==> src/rtl/twitchcore_pkg.sv <==
// Shared twitchcore definitions: datapath width, reset PC and the fetch queue entry.
package twitchcore_pkg;

    localparam int          XLEN     = 32;
    localparam logic [31:0] RESET_PC = 32'h8000_0000;

    typedef struct packed {
        logic [XLEN-1:0] pc;
        logic [XLEN-1:0] insn;
    } fetch_entry_t;

endpackage

==> src/rtl/fetch_fifo.sv <==
// Synchronous FIFO of fetch entries; flush wins over push and pop.
module fetch_fifo
    import twitchcore_pkg::*;
#(
    parameter  int DEPTH = 4,
    localparam int PTR_W = $clog2(DEPTH)
) (
    input  logic         clk,
    input  logic         rst,
    input  logic         push,
    input  fetch_entry_t push_data,
    input  logic         pop,
    input  logic         flush,
    output logic [PTR_W:0] count,
    output logic         head_valid,
    output fetch_entry_t head
);

    fetch_entry_t     mem [DEPTH];
    logic [PTR_W-1:0] rd_ptr;
    logic [PTR_W-1:0] wr_ptr;
    logic             do_pop;

    assign head_valid = (count != '0);
    assign do_pop     = pop && head_valid;
    assign head       = mem[rd_ptr];

    // Storage is reset too so the head reads as all zeros out of reset.
    always_ff @(posedge clk or posedge rst) begin
        if (rst) begin
            rd_ptr <= '0;
            wr_ptr <= '0;
            count  <= '0;
            for (int i = 0; i < DEPTH; i++) begin
                mem[i] <= '0;
            end
        end else if (flush) begin
            rd_ptr <= '0;
            wr_ptr <= '0;
            count  <= '0;
        end else begin
            if (push) begin
                mem[wr_ptr] <= push_data;
                wr_ptr      <= wr_ptr + 1'b1;
            end
            if (do_pop) begin
                rd_ptr <= rd_ptr + 1'b1;
            end
            if (push && !do_pop) begin
                count <= count + 1'b1;
            end else if (do_pop && !push) begin
                count <= count - 1'b1;
            end
        end
    end

endmodule

==> src/rtl/fetch_queue.sv <==
// Continuously running instruction prefetch: PC, in-flight tracking and issue control
// in front of a small FIFO toward decode.
module fetch_queue #(
    parameter int          DEPTH    = 4,
    parameter int          ADDR_W   = 14,
    parameter logic [31:0] RESET_PC = twitchcore_pkg::RESET_PC
) (
    input  logic              clk,
    input  logic              resetn,
    output logic [ADDR_W-1:0] i_addr,
    output logic              i_req,
    input  logic [31:0]       i_data,
    input  logic              redirect,
    input  logic [31:0]       redirect_pc,
    output logic              out_valid,
    input  logic              out_ready,
    output logic [31:0]       out_insn,
    output logic [31:0]       out_pc
);

    import twitchcore_pkg::*;

    localparam int               PTR_W = $clog2(DEPTH);
    localparam logic [PTR_W+1:0] SLOTS = (PTR_W + 2)'(DEPTH);

    logic [31:0]      fetch_pc;
    logic [31:0]      inflight_pc;
    logic             inflight;
    logic [PTR_W:0]   fifo_count;
    logic [PTR_W+1:0] reserved;
    logic [31:0]      redirect_aligned;
    logic             pop;
    logic             push;
    fetch_entry_t     push_entry;
    fetch_entry_t     head;

    assign redirect_aligned = redirect_pc & ~32'h3;
    assign pop              = out_valid && out_ready;
    assign push             = inflight && !redirect;
    assign push_entry       = '{pc: inflight_pc, insn: i_data};

    // The outstanding request already owns a slot, so issuing never overruns the FIFO.
    assign reserved = {1'b0, fifo_count}
                    + {{(PTR_W + 1){1'b0}}, inflight}
                    - {{(PTR_W + 1){1'b0}}, pop};
    assign i_req    = !resetn && !redirect && (reserved < SLOTS);
    assign i_addr   = fetch_pc[ADDR_W-1:0];

    assign out_pc   = head.pc;
    assign out_insn = head.insn;

    always_ff @(posedge clk or posedge resetn) begin
        if (resetn) begin
            fetch_pc    <= RESET_PC;
            inflight    <= 1'b0;
            inflight_pc <= '0;
        end else if (redirect) begin
            fetch_pc <= redirect_aligned;
            inflight <= 1'b0;
        end else begin
            inflight <= i_req;
            if (i_req) begin
                fetch_pc    <= fetch_pc + 32'd4;
                inflight_pc <= fetch_pc;
            end
        end
    end

    fetch_fifo #(
        .DEPTH(DEPTH)
    ) u_fifo (
        .clk       (clk),
        .rst       (resetn),
        .push      (push),
        .push_data (push_entry),
        .pop       (pop),
        .flush     (redirect),
        .count     (fifo_count),
        .head_valid(out_valid),
        .head      (head)
    );

endmodule
==> config.mk <==
export PLATFORM = sky130hd
export DESIGN_NAME = fetch_queue
export DESIGN_NICKNAME = d
export VERILOG_FILES = /design/src/rtl/twitchcore_pkg.sv /design/src/rtl/fetch_fifo.sv /design/src/rtl/fetch_queue.sv
export SDC_FILE = /design/constraint.sdc
export NUM_CORES = 1
export LEC_CHECK = 0
export CORE_ASPECT_RATIO = 0.5
export CORE_MARGIN = 5
export CORE_UTILIZATION = 59
export CTS_BUF_LIST = sky130_fd_sc_hd__clkbuf_4 sky130_fd_sc_hd__clkbuf_8
export CTS_CLUSTER_SIZE = 30
export DETAILED_ROUTE_END_ITERATION = 8
export GPL_TIMING_DRIVEN = 0
export PLACE_DENSITY = 0.81
export SETUP_SLACK_MARGIN = 0.02
export SLEW_MARGIN = 10
export SYNTH_ARGS = -nofsm -noshare
export SYNTH_HDL_FRONTEND = slang
export SYNTH_SLANG_ARGS = --single-unit
==> constraint.sdc <==
create_clock -name clk -period 20.5 [get_ports clk]
set_input_delay 3.075 -clock clk [delete_from_list [all_inputs] [get_ports clk]]
set_output_delay 3.075 -clock clk [all_outputs]
set_load 0.005 [all_outputs]
# Yosys cells after proc, flatten, opt, wreduce, memory -nomap -nowiden
# Index checks and enable logic that the tools add are counted.
# op_classes
n_addsub	7
order_cmp	4
mux	16
bitwise	3
reduce_logical	19
# ops
op	count
$bwmux 256	1
$mux 64	3
$bmux 64 s2	1
$demux 64 s2	1
$mux 32	2
$add 32x3->32 const B	1
$mux 3	3
$logic_and 1x1->1	8
$mux 2	4
$ge 3x3->1 const B	2
$not 2->3	2
$reduce_bool 2->1	3
$reduce_bool 3->1	2
$add 2x1->2 const B	2
$add 3x1->4	1
$logic_not 1->1	4
$lt 4x3->1 const B	1
$reduce_and 2->1	2
$sub 4x1->4	1
$add 3x1->3 const B	1
$lt 3x1->1 const B	1
$sub 3x1->3 const B	1
$mux 1	1
$not 1->1	1
# totals
register_bits	328

# Logic depth before layout (Yosys ltp)
# Gate-level depths: netlist of run 1.
# logic_depth
depth_word	7
mapped_depth	13

# Hierarchy
# From an unflattened synthesis of run 1, not the netlist that was laid out.
# unflattened
hier_cells	993
hier_area_um2	16113.0
# by_module_without_submodules
module	n_inst	cells_per_inst	area_per_inst_um2	seq_area_each_um2
fetch_fifo	1	669	12772.2	6581.3
fetch_queue	1	324	3340.7	1527.7

# Worst setup path after synthesis of run 1
# No wires, ideal clock.
# synth_timing
kind	input to output
startpoint	input port out_ready
endpoint	output port i_req
arrival_ns	4.916
required_time_ns	17.425
path_slack_ns	12.509
path_stages	10
path_buffers	1
path_cell_list	o31ai_1 > inv_1 > ha_1 > inv_1 > ha_1 > and3b_4 > or4_4 > and2_1 > clkbuf_1 > inv_1
# synth_via
elab_chain_cells	4
# synth_rtl
element	line_no	text
from (decl)	fetch_queue.sv:16	input logic out_ready,
$logic_and 1x1->1	fetch_queue.sv:38	assign pop = out_valid && out_ready;
$sub 4x1->4	fetch_queue.sv:45	- {{(PTR_W + 1){1'b0}}, pop};
$lt 4x3->1	fetch_queue.sv:46	assign i_req = !resetn && !redirect && (reserved < SLOTS);
$logic_and 1x1->1	fetch_queue.sv:46	
to (decl)	fetch_queue.sv:11	output logic i_req,
# No other way between the ends.

# Final worst setup path of run 1
# Ends and elaborated chain as after synthesis.

==> results.toml, run 1 <==
[power]
p_clk_share_pct = 24.0
p_leak_nw = 7.69
swShare_pct = 28.7
p_switching_uw = 608
p_int_mw = 1.51
combPwrFrac_pct = 33.5
seq_power_share_pct = 42.5
p_per_area_nw_per_um2 = 124
irDropWorstVdd_uv = 81.1

[sta]
rsz0062_at_grt = "no"
finalSetupTns_ps = 0
finalCriticalPeriod_ps = 9280
final-hold-violation-count = 0
drv_slew = 0
max_clock_freq_mhz = 108
period_share_pct = 45.3
setup_viol = 0
worst_pin_slew_ps = 975
skew_ps = 17.7
setup_ws_ps = 11220
max-slew-margin-rel_pct = 34.4

[yosys]
synth-seq-cells = 316
avgSynthCellArea_um2 = 14.8
yosysTopAreaCellShare_pct = 55.4
synth.cell_area_um2 = 14200
async_flop_share_pct = 100
ys_types = 49
synth_area_leaders = "dfrtp_1 (55%), mux2_2 (22%), mux4_2 (9.8%)"
synth_warnings = 0
postSynthCellCount = 961
ys_seq_area_share_pct = 55.6
yosys-top-cells-count = "dfrtp_1 (315), mux2_2 (277), mux4_2 (62)"
yosysTopAreaCell = "dfrtp_1"
synthMostInstantiatedCell = "dfrtp_1"
synth-main-ff-cell = "dfrtp_1"
synth_edf_count = 0

[route]
wl_met1_um = 14700
wl_per_cell_um = 21.9
drt_iter0_markers = 542
firstDrtPassIters = 4
via_per_inst = 5.86
wirelength_um = 32800
ant_nets = 0
highest_layer = "met4"
wl_met2_um = 15900
num_vias = 8791
drc = 0
met3WireLength_um = 1490

[floorplanning]
die-area_um2 = 27500
row_count = 40
ios = 148
dieHeight_um = 120
initial_core_util_pct = 59.6
fp.dieW_um = 230
core_area_um2 = 23900

[hold_path]
hold_path_depth = 1
worst_hold_path_type = "flop to flop"

[critical_path]
crit_path_end_kind = "output port"
critPathKind = "primary input to output port"
crit_arrival_ps = 6210
cp.required_ps = 17430
path_max_fanout = 10
r2r_cells = 12
startpoint_type = "primary input"

[clock_network]
clk_path_buf_depth = 3
numCtsBuffers = 45
htree_levels = 2
root_buffer = "clkbuf_8"
path_clk_slew_ps = 70
cts_setup_buffers = 0
cts_num_sinks = 316
cts_tree = "done"
holdBufCountCts = 0
clk_latency_ps = 570
cts_resized = 0

[finish]
drive_above_1_share_pct = 37.7
area_growth_syn_to_layout_pct = 19.7
nNetsFinal = 1231

[global_route]
grt_pass1_vias = 9652
grt_antenna_before_repair = 1
track_usage_pct = 24.4
grt_pass1_wl_um = 53400
gr-total-overflow = 0
grt_max_degree = 124

[run_status]
status = "finished clean"

[place]
dp_hpwl_um = 22600
port_buffers = 141
routabilityCongestion = 0.911
place_ws_ps = 11220

[flow_run]
maxCapViolCount = 0
## stage by stage
step / hold slack (ps) / util (%) / power [mW] / area (µm²) / cells
2_1_floorplan: 474 / - / 1.29 / 14200 / 964
3_3_place_gp: 481 / 67.2 / 1.59 / 16000 / 1420
3_5_place_dp: 487 / 67.5 / 1.63 / 16100 / 1422
4_1_cts: 501 / 71.3 / 2.14 / 17000 / 1499
5_1_grt: 511 / 71.4 / 2.23 / 17000 / 1500
6_report: 500 / 71.4 / 2.12 / 17000 / 1500
## cell families after synthesis
| kind of cell | Yosys count | share of synthesized area [%] |
|---|---|---|
| xor gates and xnor gates | 25 | 1.54 |
| buffers and inverters | 92 | 2.99 |
| and+or+nand+nor | 111 | 3.99 |
| other | 1 | 0.0264 |
| muxes | 342 | 31.9 |
| AOI/OAI and AO/OA | 65 | 3.09 |
| DFF | 316 | 55.6 |
| adders and majority gates | 9 | 0.844 |
## sequential cells by signal, indices dropped and copies added, names as in the netlist
register and count:
u_fifo.mem 248, fetch_pc 30, inflight_pc 30, u_fifo.count 3, u_fifo.rd_ptr 2, u_fifo.wr_ptr 2
inflight 1
## final timing paths
path / from / endpoint / slack [ps]
setup / recovery: out_ready / i_req / 11220
hold / removal: u_fifo.mem[93] / u_fifo.mem[93] / 500
setup reg to reg: u_fifo.count[1] / inflight_pc[29] / 16410
hold reg to reg: u_fifo.mem[93] / u_fifo.mem[93] / 500
max in group asynchronous: resetn / u_fifo.mem[15] / 15970
min in group asynchronous: resetn / fetch_pc[16] / 3080
## area by class of cell
cell class                      instances  area, µm²
Tap cell                              315        394
Antenna cell                            1       2.50
Inverter                               16       67.6
Fill cell                            1579       6840
Sequential cell                       316       7910
Clock inverter                          4       22.5
Clock buffer                           73        898
Buffer                                 76        365
Multi-Input combinational cell        556       5910
Timing Repair Buffer                  143       1470
## layout by cell type (no fill, tap or decap), types with 2 or more instances in the layout
master / instances
o21ai_0: 19
buf_1: 5
nand2_1: 41
xor2_1: 5
buf_6: 2
and2_1: 5
conb_1: 4
or4_1: 4
nand3_1: 17
clkdlybuf4s50_1: 141
nor3b_1: 2
mux2_2: 277
or3_1: 3
a211o_1: 3
a2111oi_0: 5
mux2i_1: 3
clkbuf_4: 17
o211ai_1: 6
clkinv_2: 3
nor2b_1: 4
clkbuf_8: 56
xnor2_1: 20
buf_4: 16
ha_1: 8
a31oi_1: 3
buf_2: 4
clkbuf_1: 49
a211oi_1: 6
a21oi_1: 11
and4_1: 4
buf_16: 2
dfrtp_1: 315
and3_1: 2
inv_1: 15
o311ai_0: 2
o31ai_1: 2
nand4_1: 9
nor2_1: 14
mux4_2: 62
nor3_1: 2
## power groups by stage
stage          clock network, mW  registers (mW)  logic (mW)
2_1_floorplan                  0           0.866       0.425
3_3_place_gp                   0           0.892       0.696
3_5_place_dp                   0           0.909       0.718
4_1_cts                    0.519           0.898       0.722
5_1_grt                    0.549           0.921       0.765
6_report                   0.508           0.901       0.711
## worst max-delay path, stage by stage
cell and delay [ps]:
clkdlybuf4s50_1 400, o31ai_1 250, inv_1 220, ha_1 240, inv_1 60, ha_1 230
and3b_4 200, or4_4 530, and2_1 190, clkbuf_1 220, inv_1 100, clkdlybuf4s50_1 500
## metal layers
| layer | vias to the layer above | global-route usage (%) |
|---|---|---|
| met5 | - | 0 |
| met4 | 0 | 6.38 |
| met3 | 61 | 4.37 |
| met2 | 220 | 39.6 |
| met1 | 4592 | 34.7 |
| li1 | 3918 | - |
No activity file was read; power rests on OpenSTA's default activity.
==> inputs of run 2 (changes only) <==
==> constraint.sdc (replaced) <==
create_clock -name clk -period 9.65 [get_ports clk]
set_input_delay 1.4475 -clock clk [delete_from_list [all_inputs] [get_ports clk]]
set_output_delay 1.4475 -clock clk [all_outputs]
set_load 0.005 [all_outputs]
==> run 2 against run 1 <==
Routed wire length is 1.4% lower; hold slack better by 1.3 ps; flip-flop and latch count is the same; via count up 1.6%; non-clock buffer count increased by 6; highest routed layer unchanged.
==> results.toml, run 2 (synthesis gave the netlist of run 1 again) <==
[flow_run]
maxCapViolCount = 0

[sta]
rsz0062_at_grt = "no"
period_share_pct = 62.0
skew_ps = 32.7
max_clock_freq_mhz = 167
final-hold-violation-count = 0
setup_viol = 0
setup_ws_ps = 3670
finalCriticalPeriod_ps = 5980
max-slew-margin-rel_pct = 30.9
drv_slew = 0
finalSetupTns_ps = 0
worst_pin_slew_ps = 1040

[finish]
drive_above_1_share_pct = 37.6
diodes = 0
largest_registers = "u_fifo.mem: 248 flops, fetch_pc: 30 flops, inflight_pc: 30 flops"
final_cells = 1497
top_register = "u_fifo.mem"
area_growth_syn_to_layout_pct = 20.0
largest_reg_flops = 248
final_cell_mix = "dfrtp_1 (315), mux2_2 (277), clkdlybuf4s50_1 (141), mux4_2 (62), clkbuf_8 (53)"
nNetsFinal = 1235
layout_commonest_cell = "dfrtp_1"

[floorplanning]
die-area_um2 = 27500
initial_core_util_pct = 59.6
dieHeight_um = 120
fp.dieW_um = 230
core_area_um2 = 23900
row_count = 40
ios = 148

[clock_network]
holdBufCountCts = 0
path_clk_slew_ps = 60
clk_path_buf_depth = 3
cts_setup_buffers = 0
cts_tree = "done"
cts_num_sinks = 316
htree_levels = 2
clk_latency_ps = 560
root_buffer = "clkbuf_8"
numCtsBuffers = 43
cts_resized = 0

[global_route]
use_met3_pct = 4.21
grt_antenna_before_repair = 0
track_usage_pct = 24.2
grt_pass1_wl_um = 53100
gr-total-overflow = 0
grt_max_degree = 41
grt_pass1_vias = 9801
globalRoute.busiestLayer = "met2"
met1_usage_pct = 33.5
grt_use_met2_pct = 40.6

[place]
port_buffers = 141
post-place-cells = 1428
place_ws_ps = 3670
dp_hpwl_um = 22300
routabilityCongestion = 0.905

[critical_path]
path_delay_family = "buffers and inverters"
reg2reg_setup_slack_ps = 5640
startpoint_type = "primary input"
reg2reg_to = "inflight_pc[29]"
cpMostUsedCell = "inv_1"
critPathKind = "primary input to output port"
critPathMaxStageDelay_ps = 520
path_max_fanout = 10
path_cells = "clkdlybuf4s50_1, o31ai_1, inv_1, ha_1, inv_1, ha_1, and3b_4, or4_4, and2_1, clkbuf_1, inv_1, clkdlybuf4s50_1"
cp.required_ps = 8200
r2r-start = "u_fifo.count[1]"
critPathBufInv = 6
crit_path_end_kind = "output port"
r2r_cells = 12
cpMaxStageDelayCell = "or4_4"
crit_arrival_ps = 4540

[hold_path]
whs_endpoint = "u_fifo.mem[41]"
worst_hold_path_type = "flop to flop"
min-delay-start = "u_fifo.mem[41]"
hold_path_depth = 1

[route]
drc = 0
firstDrtPassIters = 5
via_per_inst = 5.96
drt_iter0_markers = 651
wirelength_um = 32300
num_vias = 8929
wl_per_cell_um = 21.6
ant_nets = 0

[power]
p_leak_nw = 7.70
irDropWorstVdd_uv = 129
p_per_area_nw_per_um2 = 262

[run_status]
status = "finished clean"
-- run 2: worst max path at each step --
stage | from | to | slack (ps) | cells past startpoint
after floorplan | resetn | fetch_pc[10] | 3990 | 1
after global placement | resetn | u_fifo.mem[206] | 2150 | 2
after detailed placement | out_ready | i_req | 3670 | 12
after CTS | out_ready | i_req | 3660 | 12
after global routing | out_ready | i_req | 3510 | 12
final | out_ready | i_req | 3670 | 12
-- run 2: per-stage QoR --
stage	power, mW	hold slack [ps]	utilization [%]	cell area, µm²
3_3_place_gp	3.38	481	67.2	16100
4_1_cts	4.51	503	71.5	17100
5_1_grt	4.71	507	71.5	17100
6_report	4.47	502	71.5	17100
2_1_floorplan	2.74	474	-	14200
3_5_place_dp	3.45	487	67.9	16200
-- run 2: routing by layer --
layer  routed length (µm)  share of wire, %
met1                14300                44
met2                15900                49
met3                 1520               4.7
met4                  673               2.1
met5                    0                 0
-- run 2: final cells by class --
| cell class | count | area [µm²] |
|---|---|---|
| multi-input combinational | 556 | 5910 |
| sequential | 316 | 7910 |
| inverter | 16 | 63.8 |
| clock inverter | 6 | 55.1 |
| timing repair buffer | 149 | 1570 |
| tap | 315 | 394 |
| clock buffer | 63 | 805 |
| fill | 1578 | 6800 |
| buffer | 76 | 365 |
-- run 2: power breakdown --
| group | switching, mW | leakage (nW) | internal [mW] | total, mW |
|---|---|---|---|---|
| combinational | 0.553 | 3.09 | 0.958 | 1.51 |
| sequential | 0.240 | 4.15 | 1.67 | 1.91 |
| clock | 0.494 | 0.461 | 0.557 | 1.05 |
| total | 1.29 | 7.70 | 3.19 | 4.47 |
